## src/rtl/ir_pkg.sv

```systemverilog
// ir_pkg: NEC frame constants and state encoding shared by the IR transmitter and receiver.
package ir_pkg;

   typedef enum logic [2:0] {
      IDLE,
      LEAD_MARK,
      LEAD_SPACE,
      BIT_MARK,
      BIT_SPACE,
      STOP_MARK
   } ir_state_t;

   localparam int LEAD_MARK_UNITS  = 16;
   localparam int LEAD_SPACE_UNITS = 8;
   localparam int BIT_MARK_UNITS   = 1;
   localparam int ZERO_SPACE_UNITS = 1;
   localparam int ONE_SPACE_UNITS  = 3;
   localparam int STOP_UNITS       = 1;
   localparam int FRAME_BITS       = 32;
   localparam int FRAME_UNITS      = 121;

   // Wide enough to hold the longest phase length (16 units).
   localparam int UNIT_W = 5;

   function automatic logic is_mark(input ir_state_t s);
      return s == LEAD_MARK || s == BIT_MARK || s == STOP_MARK;
   endfunction

   // Sent LSB first: address, ~address, command, ~command.
   function automatic logic [31:0] nec_word(input logic [7:0] address, input logic [7:0] command);
      return {~command, command, ~address, address};
   endfunction

endpackage

```

## src/rtl/ir_nec_tx_if.sv

```systemverilog
// ir_nec_tx_if: request/status bundle of the NEC IR transmitter.
//   start, address, command : requester -> transmitter
//   busy, done, IRDA_TXD    : transmitter -> requester / IR LED
interface ir_nec_tx_if;
   logic       start;
   logic [7:0] address;
   logic [7:0] command;
   logic       busy;
   logic       done;
   logic       IRDA_TXD;

   modport master (output start, address, command, input busy, done, IRDA_TXD);
   modport slave  (input start, address, command, output busy, done, IRDA_TXD);
endinterface

```

## src/rtl/ir_unit_timer.sv

```systemverilog
// ir_unit_timer: NEC unit prescaler plus phase unit counter.
//   clk_pll, reset : clock, synchronous active-high reset
//   restart        : hold counters at zero (used while idle)
//   target         : phase length in NEC units (>= 1)
//   phase_end      : high on the last cycle of the phase; counters restart at 0 after it
module ir_unit_timer import ir_pkg::*; #(
   parameter int TICKS_PER_UNIT = 28125
) (
   input  logic              clk_pll,
   input  logic              reset,
   input  logic              restart,
   input  logic [UNIT_W-1:0] target,
   output logic              phase_end
);

   localparam int PW = TICKS_PER_UNIT > 1 ? $clog2(TICKS_PER_UNIT) : 1;

   logic [PW-1:0]     pre;
   logic [UNIT_W-1:0] units;
   logic              last_tick;

   assign last_tick = pre == PW'(TICKS_PER_UNIT - 1);
   assign phase_end = !restart && last_tick && units == target - UNIT_W'(1);

   always_ff @(posedge clk_pll) begin
      if (reset || restart || phase_end) begin
         pre   <= '0;
         units <= '0;
      end else if (last_tick) begin
         pre   <= '0;
         units <= units + UNIT_W'(1);
      end else begin
         pre   <= pre + PW'(1);
      end
   end

endmodule

```

## src/rtl/ir_nec_tx.sv

```systemverilog
// ir_nec_tx: NEC pulse-distance IR transmitter with optional carrier on marks.
//   clk_pll, reset : clock, synchronous active-high reset
//   tx.start       : frame request, sampled only when idle
//   tx.address/command : latched on accept
//   tx.busy        : frame in progress
//   tx.done        : one-cycle pulse on the first idle cycle after the stop mark
//   tx.IRDA_TXD    : registered IR output, mark = 1 or carrier, space = 0
module ir_nec_tx import ir_pkg::*; #(
   parameter int TICKS_PER_UNIT = 28125,
   parameter bit MODULATE       = 1'b1,
   parameter int CARRIER_HALF   = 658
) (
   input logic        clk_pll,
   input logic        reset,
   ir_nec_tx_if.slave tx
);

   localparam int CW = CARRIER_HALF > 1 ? $clog2(CARRIER_HALF) : 1;

   ir_state_t         state, state_nxt;
   logic [31:0]       shreg;
   logic [4:0]        bit_cnt;
   logic [UNIT_W-1:0] target;
   logic              phase_end;
   logic [CW-1:0]     car_cnt, car_cnt_nxt;
   logic              car, car_nxt, car_wrap, mark_nxt;
   logic              txd, done;

   ir_unit_timer #(.TICKS_PER_UNIT(TICKS_PER_UNIT)) u_timer (
      .clk_pll   (clk_pll),
      .reset     (reset),
      .restart   (state == IDLE),
      .target    (target),
      .phase_end (phase_end)
   );

   always_comb begin
      target = state == LEAD_MARK  ? UNIT_W'(LEAD_MARK_UNITS)  :
               state == LEAD_SPACE ? UNIT_W'(LEAD_SPACE_UNITS) :
               state == BIT_SPACE  ? (shreg[0] ? UNIT_W'(ONE_SPACE_UNITS) : UNIT_W'(ZERO_SPACE_UNITS)) :
               state == STOP_MARK  ? UNIT_W'(STOP_UNITS)       :
                                     UNIT_W'(BIT_MARK_UNITS);
   end

   always_ff @(posedge clk_pll) begin
      if (reset) state <= IDLE;
      else       state <= state_nxt;
   end

   always_comb begin
      state_nxt = state;
      case (state)
         IDLE:       if (tx.start) state_nxt = LEAD_MARK;
         LEAD_MARK:  if (phase_end) state_nxt = LEAD_SPACE;
         LEAD_SPACE: if (phase_end) state_nxt = BIT_MARK;
         BIT_MARK:   if (phase_end) state_nxt = BIT_SPACE;
         BIT_SPACE:  if (phase_end) state_nxt = bit_cnt == 5'(FRAME_BITS - 1) ? STOP_MARK : BIT_MARK;
         STOP_MARK:  if (phase_end) state_nxt = IDLE;
         default:    state_nxt = IDLE;
      endcase
   end

   // Carrier and TXD are computed for the upcoming state so the output
   // register lines up with the state register. Mark states are never
   // adjacent, so a mark following a non-mark is always a fresh entry.
   always_comb begin
      mark_nxt    = is_mark(state_nxt);
      car_wrap    = car_cnt == CW'(CARRIER_HALF - 1);
      car_cnt_nxt = '0;
      car_nxt     = 1'b1;
      if (mark_nxt && is_mark(state)) begin
         car_cnt_nxt = car_wrap ? '0 : car_cnt + CW'(1);
         car_nxt     = car_wrap ? ~car : car;
      end
   end

   always_ff @(posedge clk_pll) begin
      if (reset) begin
         shreg   <= '0;
         bit_cnt <= '0;
         car_cnt <= '0;
         car     <= 1'b0;
         txd     <= 1'b0;
         done    <= 1'b0;
      end else begin
         done    <= state == STOP_MARK && phase_end;
         car_cnt <= car_cnt_nxt;
         car     <= car_nxt;
         txd     <= mark_nxt && (!MODULATE || car_nxt);
         if (state == IDLE && tx.start) begin
            shreg   <= nec_word(tx.address, tx.command);
            bit_cnt <= '0;
         end else if (state == BIT_SPACE && phase_end) begin
            shreg   <= shreg >> 1;
            bit_cnt <= bit_cnt + 5'd1;
         end
      end
   end

   assign tx.busy     = state != IDLE;
   assign tx.done     = done;
   assign tx.IRDA_TXD = txd;

endmodule
```

## src/flat_wrapper.sv

```systemverilog
// flat-port wrapper written by rule: the top's interface ports become plain ports
module ir_nec_tx_flat import ir_pkg::*;
#(
   parameter int TICKS_PER_UNIT = 28125,
   parameter bit MODULATE       = 1'b1,
   parameter int CARRIER_HALF   = 658
)
  (clk_pll, reset, tx_start, tx_address, tx_command, tx_busy, tx_done, tx_IRDA_TXD);
  ir_nec_tx_if tx_i ();
  input logic clk_pll;
  input logic reset;
  input wire logic [$bits(tx_i.start)-1:0] tx_start;
  input wire logic [$bits(tx_i.address)-1:0] tx_address;
  input wire logic [$bits(tx_i.command)-1:0] tx_command;
  output wire logic [$bits(tx_i.busy)-1:0] tx_busy;
  output wire logic [$bits(tx_i.done)-1:0] tx_done;
  output wire logic [$bits(tx_i.IRDA_TXD)-1:0] tx_IRDA_TXD;
  assign tx_i.start = tx_start;
  assign tx_i.address = tx_address;
  assign tx_i.command = tx_command;
  assign tx_busy = tx_i.busy;
  assign tx_done = tx_i.done;
  assign tx_IRDA_TXD = tx_i.IRDA_TXD;
  ir_nec_tx #(.TICKS_PER_UNIT(TICKS_PER_UNIT), .MODULATE(MODULATE), .CARRIER_HALF(CARRIER_HALF)) u_core (.clk_pll(clk_pll), .reset(reset), .tx(tx_i));
endmodule
```

## config.mk

```make
export PLATFORM = sky130hd
export DESIGN_NAME = ir_nec_tx_flat
export DESIGN_NICKNAME = d
export VERILOG_FILES = /design/src/rtl/ir_pkg.sv /design/src/rtl/ir_nec_tx_if.sv /design/src/rtl/ir_unit_timer.sv /design/src/rtl/ir_nec_tx.sv /design/src/flat_wrapper.sv
export SDC_FILE = /design/constraint.sdc
export NUM_CORES = 1
export LEC_CHECK = 0
export CORE_UTILIZATION = 40
export DETAILED_ROUTE_END_ITERATION = 8
export SLEW_MARGIN = 25
export SYNTH_ARGS = -nofsm -noshare
export SYNTH_HDL_FRONTEND = slang
export SYNTH_SLANG_ARGS = --single-unit
```

## constraint.sdc

```tcl
create_clock -name clk_pll -period 4.2 [get_ports clk_pll]
set_input_delay 0.63 -clock clk_pll [delete_from_list [all_inputs] [get_ports clk_pll]]
set_output_delay 0.63 -clock clk_pll [all_outputs]
set_load 0.01 [all_outputs]
```

Word-level counts from Yosys, hierarchy flattened --
Index checks and enable logic that the tools add are counted.
Cells by class: muxes and demuxes 16, reduce and logical (&&, ||, !) cells 20, add/subtract/negate cells 5, bitwise logic cells 4, eq/ne operators 12
Operators by type and width (count):
- 2-to-1 mux 32 bit | 2
- 2-to-1 mux 3 bit | 7
- one-hot mux 3 bit (6 select lines) | 1
- NOT 8 bit | 2
- adder 15 x 1 -> 15 bit, second input constant | 1
- == test 15 bit, second input constant | 1
- 2-to-1 mux 5 bit | 3
- adder 10 x 1 -> 10 bit, second input constant | 1
- adder 5 x 1 -> 5 bit, second input constant | 2
- == test 10 bit, second input constant | 1
- == test 3 x 2 -> 1 bit, second input constant | 3
- == test 3 bit, second input constant | 3
- logical AND 1 bit | 7
- == test 3 x 1 -> 1 bit, second input constant | 2
- logical OR 1 bit | 6
- == test 5 bit | 1
- == test 5 bit, second input constant | 1
- subtractor 5 x 1 -> 5 bit, second input constant | 1
- OR reduction 2 bit | 2
- logical NOT 3 bit | 1
- nonzero test 3 bit | 1
- OR reduction 3 bit | 1
- 2-to-1 mux 1 bit | 2
- 2-to-1 mux 2 bit | 1
- 3 further kinds | 4
Word-level totals: bits in registers 73, logic and storage cells 66, input port bits 19, output and inout bits 3

Logic depth before layout (Yosys ltp) --
depth after elaboration 15, depth in mapped cells 12, mapped depth without buffers 9

Modules after synthesis --
A second synthesis with hierarchy kept.
Second synthesis, totals: cells, all modules 432, area, all modules 3739.8 µm²
Modules (own cells, without submodules):
- ir_nec_tx | area each 2675.1 µm², cells each 305, instances 1
- ir_unit_timer | area each 1064.8 µm², cells each 127, instances 1

Worst setup path before layout --
Ideal clock, no wire load.
kind reg2reg, start point register u_core.state[0], end point register u_core.shreg[13], cell stages (with the launch flop) 12, setup slack 1.666 ns, data arrival time 2.463 ns, library setup time 0.072 ns, required time 4.128 ns, buffers on the path 2, path through dfxtp_1 -> buf_2 -> xnor2_1 -> or2_2 -> inv_1 -> ha_1 -> xnor2_1 -> xnor2_1 -> nor3_2 -> a21oi_2 -> buf_4 -> mux2i_1
Between the ends: cells in the longest elaborated chain, start to end 9
RTL lines:
- from (decl) | line ir_nec_tx.sv:20 | ir_state_t state, state_nxt;
- from (signal assigned) | line ir_nec_tx.sv:47 | else state <= state_nxt;
- == test 3 bit | line ir_nec_tx.sv:40, ir_nec_tx.sv:93
- 2-to-1 mux 5 bit | line ir_nec_tx.sv:40 | state == BIT_SPACE ? (shreg[0] ? UNIT_W'(ONE_SPACE_UNITS) : UNIT_W'(ZERO_SPACE_UNITS)) :
- 2-to-1 mux 5 bit | line ir_nec_tx.sv:39 | state == LEAD_SPACE ? UNIT_W'(LEAD_SPACE_UNITS) :
- 2-to-1 mux 5 bit | line ir_nec_tx.sv:38 | target = state == LEAD_MARK ? UNIT_W'(LEAD_MARK_UNITS) :
- subtractor 5 x 1 -> 5 bit | line ir_unit_timer.sv:23 | assign phase_end = !restart && last_tick && units == target - UNIT_W'(1);
- == test 5 bit | line ir_unit_timer.sv:23
- logical AND 1 bit | line ir_unit_timer.sv:23
- logical AND 1 bit | line ir_nec_tx.sv:93 | end else if (state == BIT_SPACE && phase_end) begin
- nonzero test 2 bit (no source line)
- to (signal assigned) | line ir_nec_tx.sv:91 | shreg <= nec_word(tx.address, tx.command);
- to (signal assigned) | line ir_nec_tx.sv:94 | shreg <= shreg >> 1;
- to (decl) | line ir_nec_tx.sv:21 | logic [31:0] shreg;
Parallel ways exist; a longest one is shown, timed or not. A chain may end at the register's enable or synchronous reset.

Worst setup path in the final report --
start point register u_core.state[0], end point register u_core.car_cnt[1]
Between the ends: cells in the longest elaborated chain, start to end 15
RTL lines:
- == test 3 bit | line ir_nec_tx.sv:40, ir_nec_tx.sv:52
- 2-to-1 mux 5 bit | line ir_nec_tx.sv:40
- 2-to-1 mux 5 bit | line ir_nec_tx.sv:39
- 2-to-1 mux 5 bit | line ir_nec_tx.sv:38
- subtractor 5 x 1 -> 5 bit | line ir_unit_timer.sv:23
- == test 5 bit | line ir_unit_timer.sv:23
- logical AND 1 bit | line ir_unit_timer.sv:23
- 2-to-1 mux 3 bit (on tied branches)
- one-hot mux 3 bit (6 select lines) | line ir_nec_tx.sv:52 | case (state)
- == test 3 x 1 -> 1 bit / == test 3 x 2 -> 1 bit (equally long branches) | line ir_pkg.sv:26 | return s == LEAD_MARK || s == BIT_MARK || s == STOP_MARK;
- logical OR 1 bit (2 in a row) | line ir_pkg.sv:26
- logical AND 1 bit * | line ir_nec_tx.sv:71 | if (mark_nxt && is_mark(state)) begin
- NOT 1 bit (no source line) *
- OR reduction 3 bit (no source line) *
- to (signal assigned) | line ir_nec_tx.sv:87 | car_cnt <= car_cnt_nxt;
- to (decl) | line ir_nec_tx.sv:25 | logic [CW-1:0] car_cnt, car_cnt_nxt;
Mark *: on every way between the ends. The rest lies on a longest branch, timed or not.

==> flow_summary.json <==
{
  "status": "finished with violations",
  "violations": "design-rule violations",
  "initial_core_util_pct": 41.6,
  "cp-end-kind": "flip-flop",
  "final_common_cell": "dfxtp_1",
  "holdCritStartpoint": "u_core.shreg[9]",
  "fin_cells": 531,
  "rsz0062_at_grt": "false",
  "vdd_drop_max_uv": 171,
  "viasPerCell": 5.55,
  "ys_seq_area_share_pct": 39.8,
  "period_share_pct": 74.6,
  "htree_levels": 3,
  "drv_slew": 0,
  "ios": 22,
  "grt_overflow_total": 0,
  "cp-start-kind": "flip-flop",
  "first_global_vias": 2833,
  "dp.cells": 516,
  "grt_max_degree": 43,
  "fin_crit_ns": 3.13,
  "reg2reg_to": "u_core.car_cnt[1]",
  "whs_path_depth": 2,
  "clock-sinks": 73,
  "antenna_found_initial": 0,
  "hold-path-endpoint": "u_core.shreg[9]",
  "ys.flop_type": "dfxtp_1",
  "route.detailed.drc": 2,
  "slew_headroom_pct": 40.5,
  "antenna_left": 0,
  "timing.hold.ws_ns": 0.462,
  "criticalPathCategory": "reg2reg",
  "leakage_uw": 0.00142,
  "ys_ff_latch": 73,
  "fp.dieH_um": 97.8,
  "grt_use_total_pct": 17.2,
  "synth_edf_count": 0,
  "routabilityCongestion": 0.807,
  "first_iter_violations": 109,
  "cts_hold_buf": 0,
  "fin_nets": 446,
  "maxCapViolations": 0,
  "core_mm2": 0.00881,
  "syn_avg_cell_area_um2": 8.94,
  "drt_pre_antenna_iters": 6,
  "port_buffers": 21,
  "crit_fanout": 13,
  "finalSetupViolations": 0,
  "tightest_slew_ns": 0.886,
  "via_count": 2947,
  "area_growth_pct": 11.3,
  "routedWlPerCell_um": 14.3,
  "n_antenna_cell": 0,
  "synth.net_count": 437,
  "fp.dieArea_mm2": 0.00956,
  "cts_buffers": 9,
  "startpoint": "u_core.state[0]",
  "drive_above_1_share_pct": 8.27,
  "cts_setup_buffers": 0,
  "cp.arrival_ns": 3.31,
  "most-common-layout-cells": "73 x dfxtp_1, 51 x nand2_1, 31 x a211oi_1",
  "required_ns": 4.38,
  "synthDistinctLibCells": 53,
  "async_reset_ff_share_pct": 0,
  "yosys_warnings": 0,
  "hpwl_um": 5000,
  "netlist_area_mm2": 0.00367,
  "hold_viol_final": 0,
  "top_layer_used": "met4",
  "row_count": 34,
  "clk_pin_slew_ns": 0.07,
  "wl_met1_um": 3760,
  "cts_tree": "done",
  "fp.dieW_um": 97.8,
  "hold_class": "reg2reg",
  "syn-instance-count": 410,
  "r2r_setup_slack_ns": 1.07,
  "cts-root-buf": "clkbuf_8",
  "dr_wl_met3_um": 267,
  "clk_latency_ns": 0.35,
  "power.density_mw_per_mm2": 335,
  "fmax_ghz": 0.319,
  "r2r-start": "u_core.state[0]",
  "finalWirelength_um": 7600,
  "grt_pass1_wl_um": 13200,
  "clk_path_buf_depth": 2,
  "r2r.worst_path.cells": 9,
  "wl_met2_um": 3450,
  "finalClockSkew_ns": 0.00839,
  "tns_ns": 0,
  "cts_resized": 0
}
-- logic make-up after synthesis --
| kind of cell | count (synthesis) | share of synthesized area, % |
|---|---|---|
| and+or+nand+nor | 147 | 20.9 |
| AOI/OAI and AO/OA | 95 | 19.4 |
| DFF | 73 | 39.8 |
| buffers and inverters | 39 | 4.95 |
| xor gates and xnor gates | 29 | 6.93 |
| muxes | 19 | 5.19 |
| adders and majority gates | 8 | 2.73 |
-- worst max-delay path: stages (launching register included) --
cell and delay, ns:
dfxtp_1 0.57, xnor2_1 0.13, or2_2 0.32, inv_1 0.07, ha_1 0.23, xor2_1 0.17
nand2_1 0.14, or3_1 0.41, o21ai_1 0.70, a2111oi_0 0.22
-- area by class of cell --
type	instances	area (um^2)
Clock buffer	12	145
Clock inverter	3	17.5
Fill cell	878	4720
Inverter	9	33.8
Multi-Input combinational cell	298	2030
Sequential cell	73	1460
Tap cell	108	135
Timing Repair Buffer	28	263
-- routing by layer --
metal	vias to the layer above	track usage, %
li1	1522	-
met1	1378	21.9
met2	38	27.7
met3	9	4.51
met4	0	7.46
met5	-	0
-- worst max path at each step --
stage                   endpoint  slack, ns  cells after the start
4_1_cts        u_core.car_cnt[1]       1.05                      9
6_report       u_core.car_cnt[1]       1.07                      9
3_5_place_dp   u_core.car_cnt[1]       1.07                      9
5_1_grt        u_core.car_cnt[0]       0.78                      9
2_1_floorplan   u_core.shreg[13]       1.67                     11
3_3_place_gp   u_core.car_cnt[1]       1.12                      9
-- flip-flops by register name (all words and copies together), names as in the netlist --
| register | flops |
|---|---|
| u_core.state | 3 |
| u_core.car_cnt | 10 |
| u_core.shreg | 32 |
| u_core.car | 1 |
| u_core.tx.IRDA_TXD | 1 |
| u_core.bit_cnt | 5 |
| u_core.u_timer.pre | 15 |
| u_core.u_timer.units | 5 |
| u_core.tx.done | 1 |
-- report_power, final --
group,leakage [uW],internal [uW],switching (uW),total (uW)
registers,0.000594,718,15.3,733
logic,0.000742,66.7,91.9,159
clock network,0.0000822,226,250,475
total,0.00142,1010,357,1370
-- through the flow --
| stage | power [uW] | setup slack [ns] | util [%] | instance area [um^2] |
|---|---|---|---|---|
| final | 1370 | 1.07 | 46.3 | 4080 |
| after global routing | 1440 | 0.783 | 46.3 | 4080 |
| after detailed placement | 907 | 1.07 | 44.5 | 3920 |
| after global placement | 905 | 1.12 | 44.5 | 3920 |
| after floorplan | 858 | 1.67 | - | 3670 |
| after CTS | 1390 | 1.05 | 46.3 | 4080 |
-- synth_stat cells, types with 6 or more instances --
cell type   n  share of area [%]
a211oi_1   31                6.3
a21boi_0   13                2.7
a21oi_1    10                1.4
and3_1      6                1.0
buf_2       7               0.96
clkbuf_1   18                1.8
dfxtp_1    73                 40
ha_1        8                2.7
inv_1       9               0.92
mux2i_1    19                5.2
nand2_1    51                5.2
nand3_1    12                1.6
nand4_1     8                1.4
nor2_1     22                2.3
nor3_1      9                1.2
nor4_1      8                1.4
o211ai_1   13                2.7
xnor2_1    15                3.6
xor2_1     14                3.3
(Power assumes the default switching activity.)
